--- src/rtl/mfcc_feature_reader.sv ---
//-----------------------------------------------------------------------------
// mfcc_feature_reader
//
// Purpose:
//   Streams the MFCC feature vectors produced by the front end out of the
//   cepstral RAM once the front end signals completion. Each frame holds
//   COEF_PER_FRAME words (13 cepstral, 13 delta, 13 delta-delta). The words
//   are read in address order from 0 to nf*COEF_PER_FRAME-1 and presented on
//   a valid/ready stream. Each word carries end-of-frame and final-frame
//   flags.
//
// Optional feature (macro FEAT_READER_FRAMEHDR_EN):
//   When defined, a single header word {8'hA5, nf} is emitted before the
//   feature words. Both flags are low on the header word. When the macro is
//   undefined, the header state and all of its logic are compiled out.
//
// Ports:
//   clk              in   1   clock; all state changes on the rising edge
//   rst_n            in   1   asynchronous active-low reset
//   fefinish         in   1   front-end complete flag; its rising edge starts a readout
//   framenum         in   8   frame count; sampled on the fefinish rising edge
//   regcep_rdata     in  16   RAM read data, valid one cycle after regcep_rden
//   regcep_rden      out  1   RAM read strobe
//   regcep_rd_addr   out 13   RAM read address
//   feat_data        out 16   streamed word
//   feat_valid       out  1   feat_data is valid
//   feat_ready       in   1   downstream accepts the current word
//   feat_last_coef   out  1   current word is the last coefficient of its frame
//   feat_last_frame  out  1   current word belongs to the final frame
//   busy             out  1   a readout is in progress
//   done             out  1   one-cycle pulse at the end of a readout
//-----------------------------------------------------------------------------
module mfcc_feature_reader #(
    parameter int COEF_PER_FRAME = 39,
    parameter int MAX_FRAMES     = 210
) (
    input  logic        clk,
    input  logic        rst_n,
    input  logic        fefinish,
    input  logic [7:0]  framenum,
    input  logic [15:0] regcep_rdata,
    output logic        regcep_rden,
    output logic [12:0] regcep_rd_addr,
    output logic [15:0] feat_data,
    output logic        feat_valid,
    input  logic        feat_ready,
    output logic        feat_last_coef,
    output logic        feat_last_frame,
    output logic        busy,
    output logic        done
);

    // FSM encoding
    localparam logic [2:0] ST_IDLE  = 3'd0;
`ifdef FEAT_READER_FRAMEHDR_EN
    localparam logic [2:0] ST_HDR   = 3'd1;
`endif
    localparam logic [2:0] ST_READ  = 3'd2;
    localparam logic [2:0] ST_DRAIN = 3'd3;
    localparam logic [2:0] ST_FIN   = 3'd4;

    localparam logic [5:0] COEF_LAST = 6'(COEF_PER_FRAME - 1);
    localparam logic [7:0] MAX_NF    = 8'(MAX_FRAMES);

    // FIFO entry layout: {last_frame, last_coef, data[15:0]}
    localparam int ENT_W = 18;

    // ---------------------------------------------------------------------
    // State
    // ---------------------------------------------------------------------
    logic [2:0]       state_q,     state_d;
    logic             fefinish_q,  fefinish_d;
    logic [7:0]       nf_q,        nf_d;
    logic [12:0]      addr_q,      addr_d;
    logic [5:0]       coef_q,      coef_d;
    logic [7:0]       frame_q,     frame_d;
    logic             infl_q,      infl_d;
    logic [1:0]       infl_tag_q,  infl_tag_d;
    logic [ENT_W-1:0] ent0_q,      ent0_d;
    logic [ENT_W-1:0] ent1_q,      ent1_d;
    logic [1:0]       occ_q,       occ_d;
    logic             done_q,      done_d;
    logic             busy_q,      busy_d;

    // ---------------------------------------------------------------------
    // Combinational helpers
    // ---------------------------------------------------------------------
    logic             rise_s;
    logic [7:0]       nf_lat_s;
    logic             pop_s;
    logic             push_s;
    logic [ENT_W-1:0] push_ent_s;
    logic [2:0]       fill_s;
    logic             room_s;
    logic             issue_s;
    logic             last_read_s;
    logic             tag_lc_s;
    logic             tag_lf_s;
`ifdef FEAT_READER_FRAMEHDR_EN
    logic             hdr_push_s;
`endif

    assign rise_s   = fefinish & ~fefinish_q;
    assign nf_lat_s = (framenum > MAX_NF) ? MAX_NF : framenum;
    assign pop_s    = (occ_q != 2'd0) & feat_ready;

    // The pop in this same cycle is credited back, so a slot that is leaving
    // counts as free. This lets a 2-entry FIFO sustain one word per cycle
    // while guaranteeing that every returning read finds a slot.
    assign fill_s = {1'b0, occ_q} + {2'b00, infl_q};
    assign room_s = (fill_s < 3'd2) | ((fill_s == 3'd2) & pop_s);

    assign tag_lc_s    = (coef_q == COEF_LAST);
    assign tag_lf_s    = (frame_q == (nf_q - 8'd1));
    assign last_read_s = tag_lc_s & tag_lf_s;

    // Sequencer: start detection, read issue, address/coefficient/frame counters
    always_comb begin
        state_d = state_q;
        nf_d    = nf_q;
        addr_d  = addr_q;
        coef_d  = coef_q;
        frame_d = frame_q;
        issue_s = 1'b0;
`ifdef FEAT_READER_FRAMEHDR_EN
        hdr_push_s = 1'b0;
`endif
        case (state_q)
            ST_IDLE: begin
                if (rise_s) begin
                    nf_d    = nf_lat_s;
                    addr_d  = 13'd0;
                    coef_d  = 6'd0;
                    frame_d = 8'd0;
`ifdef FEAT_READER_FRAMEHDR_EN
                    // Header is loaded straight into the empty FIFO
                    hdr_push_s = 1'b1;
                    state_d    = ST_HDR;
`else
                    state_d = (nf_lat_s == 8'd0) ? ST_FIN : ST_READ;
`endif
                end else begin
                    state_d = ST_IDLE;
                end
            end
`ifdef FEAT_READER_FRAMEHDR_EN
            ST_HDR: begin
                // Only the header is in the FIFO, so any pop accepts it
                if (pop_s) begin
                    state_d = (nf_q == 8'd0) ? ST_FIN : ST_READ;
                end else begin
                    state_d = ST_HDR;
                end
            end
`endif
            ST_READ: begin
                if (room_s) begin
                    issue_s = 1'b1;
                    addr_d  = addr_q + 13'd1;
                    if (tag_lc_s) begin
                        coef_d  = 6'd0;
                        frame_d = frame_q + 8'd1;
                    end else begin
                        coef_d  = coef_q + 6'd1;
                    end
                    if (last_read_s) begin
                        state_d = ST_DRAIN;
                    end else begin
                        state_d = ST_READ;
                    end
                end else begin
                    state_d = ST_READ;
                end
            end
            ST_DRAIN: begin
                if ((occ_q == 2'd0) && !infl_q) begin
                    state_d = ST_FIN;
                end else begin
                    state_d = ST_DRAIN;
                end
            end
            ST_FIN: begin
                state_d = ST_IDLE;
            end
            default: begin
                state_d = ST_IDLE;
            end
        endcase
    end

    // Returning read data (or the header word) is the FIFO push source
    always_comb begin
`ifdef FEAT_READER_FRAMEHDR_EN
        if (hdr_push_s) begin
            push_s     = 1'b1;
            push_ent_s = {2'b00, 8'hA5, nf_lat_s};
        end else begin
            push_s     = infl_q;
            push_ent_s = {infl_tag_q, regcep_rdata};
        end
`else
        push_s     = infl_q;
        push_ent_s = {infl_tag_q, regcep_rdata};
`endif
    end

    // Two-entry FIFO; ent0 is the head and drives the stream outputs directly
    always_comb begin
        ent0_d = ent0_q;
        ent1_d = ent1_q;
        occ_d  = occ_q;
        case (occ_q)
            2'd0: begin
                if (push_s) begin
                    ent0_d = push_ent_s;
                    occ_d  = 2'd1;
                end else begin
                    occ_d  = 2'd0;
                end
            end
            2'd1: begin
                if (push_s && pop_s) begin
                    ent0_d = push_ent_s;
                    occ_d  = 2'd1;
                end else if (push_s) begin
                    ent1_d = push_ent_s;
                    occ_d  = 2'd2;
                end else if (pop_s) begin
                    occ_d  = 2'd0;
                end else begin
                    occ_d  = 2'd1;
                end
            end
            2'd2: begin
                // Issue control never lets a push arrive here without a pop
                if (pop_s) begin
                    ent0_d = ent1_q;
                    if (push_s) begin
                        ent1_d = push_ent_s;
                        occ_d  = 2'd2;
                    end else begin
                        occ_d  = 2'd1;
                    end
                end else begin
                    occ_d  = 2'd2;
                end
            end
            default: begin
                occ_d = 2'd0;
            end
        endcase
    end

    // Next values for the edge detector, in-flight tag pipe and status flags
    always_comb begin
        fefinish_d = fefinish;
        infl_d     = issue_s;
        infl_tag_d = {tag_lf_s, tag_lc_s};
        done_d     = (state_d == ST_FIN);
        busy_d     = (state_d != ST_IDLE);
    end

    // State registers with asynchronous clear
    always_ff @(posedge clk or negedge rst_n) begin
        if (!rst_n) begin
            state_q    <= ST_IDLE;
            fefinish_q <= 1'b0;
            nf_q       <= 8'd0;
            addr_q     <= 13'd0;
            coef_q     <= 6'd0;
            frame_q    <= 8'd0;
            infl_q     <= 1'b0;
            infl_tag_q <= 2'b00;
            ent0_q     <= {ENT_W{1'b0}};
            ent1_q     <= {ENT_W{1'b0}};
            occ_q      <= 2'd0;
            done_q     <= 1'b0;
            busy_q     <= 1'b0;
        end else begin
            state_q    <= state_d;
            fefinish_q <= fefinish_d;
            nf_q       <= nf_d;
            addr_q     <= addr_d;
            coef_q     <= coef_d;
            frame_q    <= frame_d;
            infl_q     <= infl_d;
            infl_tag_q <= infl_tag_d;
            ent0_q     <= ent0_d;
            ent1_q     <= ent1_d;
            occ_q      <= occ_d;
            done_q     <= done_d;
            busy_q     <= busy_d;
        end
    end

    // The strobe is decoded from registered state plus this cycle's pop so
    // that the read-to-valid latency stays at two cycles; it is low in every
    // state other than READ.
    assign regcep_rden     = issue_s;
    assign regcep_rd_addr  = addr_q;
    assign feat_valid      = (occ_q != 2'd0);
    assign feat_data       = ent0_q[15:0];
    assign feat_last_coef  = ent0_q[16];
    assign feat_last_frame = ent0_q[17];
    assign busy            = busy_q;
    assign done            = done_q;

endmodule
--- config.mk ---
export PLATFORM = sky130hd
export DESIGN_NAME = mfcc_feature_reader
export DESIGN_NICKNAME = d
export VERILOG_FILES = /design/src/rtl/mfcc_feature_reader.sv
export SDC_FILE = /design/constraint.sdc
export NUM_CORES = 1
export LEC_CHECK = 0
export ABC_AREA = 1
export CAP_MARGIN = 20
export CELL_PAD_IN_SITES_DETAIL_PLACEMENT = 1
export CELL_PAD_IN_SITES_GLOBAL_PLACEMENT = 2
export CORE_MARGIN = 2
export CORE_UTILIZATION = 29
export DETAILED_ROUTE_END_ITERATION = 10
export PLACE_DENSITY = 0.74
export SYNTH_ARGS = -nofsm -noshare
export SYNTH_HDL_FRONTEND = slang
export SYNTH_SLANG_ARGS = --single-unit
--- constraint.sdc ---
create_clock -name clk -period 2 [get_ports clk]
set_clock_uncertainty 0.05 [all_clocks]
set_input_delay 0.4 -clock clk [delete_from_list [all_inputs] [get_ports clk]]
set_output_delay 0.4 -clock clk [all_outputs]
set_load 0.1 [all_outputs]
==> results of run 1 <==
registers in the layout, summed over array words and instances, names as in the netlist:
register and count:
infl_q 1, ent0_q 18, coef_q 6, ent1_q 18, occ_q 2, fefinish_q 1, state_q 3, infl_tag_q 2
done 1, frame_q 8, busy 1, nf_q 8, regcep_rd_addr 13
worst max-delay path, cell delays in order, from the launching register on:
cell and delay (ps):
dfrtp_1 410, ha_4 190, buf_4 130, ha_4 140, inv_1 40, nand3b_1 100
nor2_4 140, o21ai_4 90, clkinvlp_4 90, buf_12 170
layout by cell type, fill, tap and decap left out, types with 2 or more instances in the layout:
cell type and count:
buf_12 22, nand4_1 11, xnor2_1 5, clkdlybuf4s50_1 26, a21oi_2 13, or2_2 3, dfrtp_2 5, ha_1 7
nand2_1 125, nand2_2 6, ha_4 3, nand2_4 10, o21ai_1 16, inv_1 65, nor2_4 3, inv_2 5
clkbuf_16 12, nand3b_1 2, buf_4 46, nor2_2 5, xor2_1 11, a21oi_1 9, nor3_1 11, o21ai_0 29
nor2_1 55, dfrtp_1 77, nand3_1 36, o21ai_2 16, nand2_8 5
metrics by stage:
| step | instance area, um^2 | power (mW) |
|---|---|---|
| 6_report | 6310 | 11.1 |
| 5_1_grt | 6310 | 11.8 |
| 4_1_cts | 6050 | 10.7 |
| 3_5_place_dp | 5710 | 8.83 |
| 3_3_place_gp | 5710 | 8.65 |
| 2_1_floorplan | 4570 | 7.04 |
cell usage after synthesis, types with 5 or more instances:
master,count
a21oi_1,10
a21oi_2,12
buf_6,6
dfrtp_1,82
ha_1,11
inv_1,67
inv_2,5
nand2_1,135
nand3_1,36
nand4_1,11
nor2_1,56
nor2_2,5
nor3_1,11
o21ai_0,35
o21ai_1,10
o21ai_2,16
xnor2_1,5
xor2_1,11
timing repair:
item                                   in CTS  in global routing
pin swaps                                   5                  8
endpoints found under the hold margin      21                  0
gates cloned                                0                  8
setup endpoints to repair                   1                 33
hold buffers                                1                  0
setup buffers                               2                  3
resized for setup                           4                 30
final timing paths:
path | start | to | slack, ps | cells after the start
max | occ_q[0] | regcep_rden | -300 | 9
min | ent1_q[0] | ent1_q[0] | 430 | 2
max reg2reg | occ_q[0] | regcep_rd_addr[2] | -60 | 13
min reg2reg | ent1_q[0] | ent1_q[0] | 430 | 2
max in group asynchronous | rst_n | coef_q[4] | 930 | 3
min in group asynchronous | rst_n | ent1_q[9] | 480 | 2
kinds of logic after synthesis:
group / after synthesis / share of synthesized area, %
adder cells (fa/ha/maj): 11 / 3.02
buffers and inverters: 90 / 8.90
flip-flops: 82 / 45.1
XOR/XNOR: 16 / 3.08
AND/OR/NAND/NOR: 270 / 26.6
AO/OA/AOI/OAI: 91 / 13.3
power by group through the flow:
stage | sequential, mW | clock (mW) | combinational [mW]
after global placement | 2.73 | 0 | 5.92
after detailed placement | 2.76 | 0 | 6.07
after floorplan | 4.39 | 0 | 2.65
final | 2.75 | 1.67 | 6.66
after global routing | 2.83 | 1.79 | 7.21
after CTS | 2.75 | 1.75 | 6.17
final cells by class:
cell class / instances / area share [%]
multi-input combinational: 393 / 36.3
tap: 211 / 4.18
timing repair buffer: 98 / 17.9
inverter: 73 / 4.44
clock inverter: 4 / 0.832
sequential: 82 / 32.6
clock buffer: 10 / 3.78
metal layers:
layer	vias to the layer above	track usage [%]
met5	-	0
met4	0	4.03
met3	10	3.18
met2	62	26.5
met1	1934	19.5
li1	1991	-
==> results summary, run 1 <==
The fraction of registers with async set or reset after synthesis came out at 100%. The share of the synthesized area in the top cell type is 45.1%. The internal portion of the total power is 5.54 mW. The clock latency on the worst-skew pair came out at 340 ps. The sequential cells in the finished layout cover a total of 2060 um^2.

The synthesized design contains 82 register bits. The number of enable-type register cells in the synthesized netlist is 0. The pre-CTS worst setup slack came out at -228 ps. The initial antenna violation count is 0.

Clock-pin slew was measured on the worst setup and hold paths at 60 ps. Measured against its own limit, the worst slew margin works out to 75.2%. The worst setup path category is reg2out.

In this run the tool buffered the top-level ports with 62 buffer cells. The clock net in this run drives a total of 82 sinks. The first global-routing pass estimated 20.5 mm of wire. The routed length on met1 came out at 5.70 mm. For this run, the leading register cell type out of synthesis is dfrtp_1. The sequential cell area fraction in the yosys report came out at 45.1%.

The number of standard cells in the final layout excluding fillers is 871. The portion of total power attributed to the clock network came out at 15.1%. The leakage component of the power is 2.93 nW. The floorplan step set the die width to 129 um.

The net count after synthesis came out at 599. The transition time at the pin with the least slew margin came out at 371 ps. The final worst-path cycle share came out at 115%. The number of levels the H-tree was split into is 3.

Final hold analysis gives a worst-case slack of 430 ps. Clock tree synthesis inserted a total of 9 buffers. The number of fill cells is 1,774. The I/O pin count is 63. The cell taking the most area after synthesis is dfrtp_1. For this run, the detailed router's first-pass iteration total came to 4.

The area growth from synthesis to final layout is 38.7%. The HPWL after detailed placement is 8.74 mm. The post-detailed-route via-to-cell ratio came out at 4.59. The floorplan step defined a die boundary enclosing 16,700 um^2. The total met2 wirelength after detailed routing came out at 6.10 mm.

In this run, the combinational gates consume 60.1% of the power. The flow ran to the end, but the final reports show violations. The combined area of the multi-input logic cells came out at 2290 um^2. The via count of the first global-routing pass was 4,212. The sum of negative setup slack came out at -1150 ps. The maximum net fanout on the critical path is 2. Dividing total power by cell area gives a power density of 1750 nW/um^2. The final estimated routing congestion in global placement is 0.773. The maximum clock path buffer count is 2. The max-cap check violation count is 0. The post-detailed-route DRC marker count came out at 0.

The final routed wirelength across all metal layers came out at 12.4 mm. The floorplan has 45 rows. The achievable frequency came out at 435 MHz.

The peak ir drop on the vdd network is 0.835 mV. The final routed wire length divided by cell count came out at 14.2 um. The final layout net count came out at 696. The final number of setup-violating endpoints is 23. The distinct cell type count of the synthesized netlist is 41. In this run the mean area of a mapped cell was 8.13 um^2. Of the total power, the share spent switching nets is 50.0%. The number of slew-limit violations in the final report is 0. The combined area of all synthesized cells came out at 4550 um^2. The share of post-route cells with drive strength above 1 came out at 25.3%. The sequential share of power came out at 24.8%. At the end of the flow the core is filled with cells to 41.4%.

The final critical-path setup slack is -301 ps. TritonCTS built the clock tree. Entering global routing, the biggest net connects 34 pins.

The global-route usage over all layers came out at 15.3%. The capturing element type of the critical path is an output port. The tree is rooted in a clkbuf_16. The power spent charging and discharging nets came out at 5.54 mW. Setup repair after global routing could not meet its margin everywhere. The detailed-routed wire length on met3 came out at 432 um. The number of antenna cells inserted is 0. The yosys synthesis warning count is 0. The count of nets left with antenna violations once routing finished came out at 0. The total count of hold-check failures in the final report is 0. The nature of the critical path startpoint is a flip-flop. The aggregate global routing overflow is 0. The final reports fail on setup timing. The number of placed instances, taps included is 843. The data required time at the worst endpoint is 1550 ps.

The DRC marker count from the first detailed-route iteration is 91. The data arrival time at the worst-slack endpoint came out at 1850 ps. The cell count after synthesis came out at 560. Once the floorplan was initialized, standard cells occupied 29.8% of the core.

The worst hold-check path type is reg2reg. The top metal layer carrying routed signals is met4. The floorplan step defined a core boundary enclosing 15,300 um^2. The post-route minimum period came out at 2300 ps. By area the synthesized netlist is led by dfrtp_1, nand2_1, inv_1. The count of vias placed by the detailed router is 3,997.

Measured along the y axis, the die boundary spans 129 um.
No activity file was read; power rests on OpenSTA's default activity.
==> run 2, diff against run 1 <==
--- a/config.mk
+++ b/config.mk
@@ -9,7 +9,6 @@
 export CAP_MARGIN = 20
 export CELL_PAD_IN_SITES_DETAIL_PLACEMENT = 1
 export CELL_PAD_IN_SITES_GLOBAL_PLACEMENT = 2
-export CORE_MARGIN = 2
 export CORE_UTILIZATION = 29
 export DETAILED_ROUTE_END_ITERATION = 10
 export PLACE_DENSITY = 0.74
==> results summary, run 2 (synthesized netlist as in run 1, its figures left out) <==
The flow ran to the end, but the final reports show violations. The checks that failed: setup timing. The power density relative to cell area came out at 1780 nW/um^2 (+1.7%).

Setup repair after global routing could not meet its margin everywhere. The utilization of the core after routing is 41.1% (-0.25 points). The achievable frequency came to 433 MHz (-0.26%). The leakage component of the power was 2.94 nW (+0.31%).

The tightest min-delay check is of the reg2reg type. The post-detailed-route via-to-cell ratio is 4.57 (-0.34%). The data required time at the worst endpoint is 1550 ps (about the same). The signal on the critical path passes through ha_4, inv_2, ha_4, nand3b_1, nor2_4, o21ai_4, clkinvlp_4, buf_12.

The clock latency on the worst-skew pair was 350 ps (about the same). The maximum net fanout on the critical path is 2 (unchanged). The number of antenna cells inserted came to 0 (unchanged). The pre-CTS worst setup slack is -225 ps (+2.67 ps).

The number of slew-limit violations in the final report came to 0 (unchanged). The setup path with the least slack is of type reg2out. The number of standard cells in the final layout excluding fillers is 874 (+0.34%).

The number of placed instances, taps included is 846 (+0.36%). The final critical-path setup slack came out at -307 ps (-6.06 ps). The source of the worst hold timing path is ent1_q[6]. The reg-to-reg setup timing slack came out at -20 ps (+40 ps).

The data arrival time at the worst-slack endpoint came out at 1860 ps (about the same). The max-slew headroom at the worst pin is 72.5% (-2.7 points). The end of the worst hold path is ent1_q[6]. The number of buffers created by CTS was 9 (unchanged). The number of rows in the core area came out at 45 (unchanged). The core box area came out at 15,300 um^2 (unchanged). Grouping stages by cell kind, the critical path spends the most delay in flip-flops. The tree is rooted in a clkbuf_16. The first-pass GRT wire length came out at 21.0 mm (+2.4%). The global-route usage over all layers came to 16.4% (+1.0 points).

The library cell used most frequently in the layout, excluding fill and tap cells, is nand2_1. The DRC marker count from the first detailed-route iteration is 110 (+21%). The I/O pin count came out at 63 (unchanged). The max-cap check violation count is 0 (unchanged). The largest net degree at the start of global routing is 37 (+8.8%). The count of TritonRoute iterations in the first routing pass came out at 4 (unchanged). The post-route antenna net violation count is 0 (unchanged). The sum of negative setup slack came to -381 ps (+765 ps). The initial antenna violation count was 0 (unchanged). The area of the die came out at 16,200 um^2 (-3.1%). The delay of the slowest critical-path stage is 410 ps (about the same).

The transition time at the pin with the least slew margin is 412 ps (+41.2 ps). The final layout net count came to 697 (+0.14%). The final estimated routing congestion in global placement is 0.774 (+0.21%).

The final routed wirelength across all metal layers is 12.5 mm (+1.1%). The post-route minimum period is 2310 ps (+6.05 ps). The final number of setup-violating endpoints is 8 (-65%). The final worst-path cycle share is 115% (+0.30 points). The area growth from synthesis to layout is 37.9%. The number of buffers and inverters on the critical path was 3 (-1).

The aggregate global routing overflow is 0 (unchanged). The cell with the biggest individual delay on the critical path is dfrtp_1. The number of fill cells is 1,823 (+2.8%). Among the stages of the critical path, the cell type that occurs most often is ha_4. The total count of hold-check failures in the final report came out at 0 (unchanged). The peak ir drop on the vdd network is 0.778 mV (-6.9%). The critical register-to-register path endpoint is regcep_rd_addr[10]. The startpoint identified for the worst register-to-register timing path is occ_q[0]. TritonCTS built the clock tree. The total chip power is 11.2 mW (+1.1%). The number of levels the H-tree was split into came out at 3 (unchanged). The via count of the first global-routing pass was 4,272 (+1.4%). The die height came to 127 um (-1.5%). The post-detailed-route DRC marker count was 0 (unchanged).

The share of post-route cells with drive strength above 1 came to 24.4% (-0.87 points). The clock-pin transition on the worst setup and hold timing paths came out at 60 ps (about the same). The half-perimeter wire length of the detailed placement result came to 8.96 mm (+2.4%). In the layout the commonest cells are nand2_1, dfrtp_1, inv_1, nor2_1, buf_4. The count of vias placed by the detailed router came out at 3,997 (unchanged). The count of buffers inserted at the top-level ports came to 62 (unchanged). The count of cells along the worst register-to-register path is 12 (-1).

The worst hold path stage count is 2 (unchanged). The worst setup path is launched from a flip-flop. The number of clock sinks seen by CTS was 82 (unchanged). The maximum clock path buffer count is 2 (unchanged).

The final routed wire length divided by cell count is 14.3 um (+0.79%). STA classifies the critical path endpoint as an output port. The starting utilization of the core area is 29.8% (unchanged). The width of the die is 127 um (-1.5%).
run 2: what timing repair did:
action,in CTS,in global routing
cloned,0,6
hold buffers,1,0
gates resized for setup,3,12
endpoints found under the setup margin,2,31
hold endpoints to repair,21,0
setup buffers,1,5
pin swaps,5,8
run 2: per-stage QoR:
| step | instance area, um^2 | hold WS, ps |
|---|---|---|
| 3_5_place_dp | 5720 | 298 |
| 6_report | 6280 | 429 |
| 4_1_cts | 6090 | 436 |
| 5_1_grt | 6280 | 459 |
| 2_1_floorplan | 4570 | 54.4 |
| 3_3_place_gp | 5720 | 293 |
run 2: report_power, final:
| group | switching [mW] | leakage (nW) | internal (mW) | total, mW |
|---|---|---|---|---|
| registers | 0.477 | 1.02 | 2.26 | 2.74 |
| clock network | 0.722 | 0.159 | 1.13 | 1.85 |
| logic | 4.30 | 1.76 | 2.31 | 6.61 |
run 2: layout make-up:
class	count	area (um^2)	share of cell area (%)
multi-input cells	390	2170	34.6
flip-flops and latches	82	2060	32.8
repair buffers	102	1180	18.8
inverters	73	278	4.42
well taps	211	264	4.21
clock buffers	10	239	3.81
clock inverters	6	90.1	1.44
run 2: worst min-delay path: stages, from the launching register on:
cell and delay [ps]:
dfrtp_1 340, nand2_1 60, o21ai_2 50
run 2: how the worst max path moves through the flow:
stage / startpoint / end / cells after the start
4_1_cts: infl_q / regcep_rden / 8
3_3_place_gp: feat_ready / regcep_rden / 8
6_report: occ_q[0] / regcep_rden / 8
2_1_floorplan: occ_q[0] / regcep_rden / 7
5_1_grt: occ_q[0] / regcep_rden / 8
3_5_place_dp: feat_ready / ent0_q[1] / 9
run 2: routing by layer:
metal | vias up | GRT usage [%] | wire [um]
met5 | - | 0 | 0
met4 | 0 | 6.09 | 189
met3 | 12 | 2.85 | 373
met2 | 62 | 27.0 | 6080
met1 | 1933 | 21.5 | 5880
li1 | 1990 | - | -
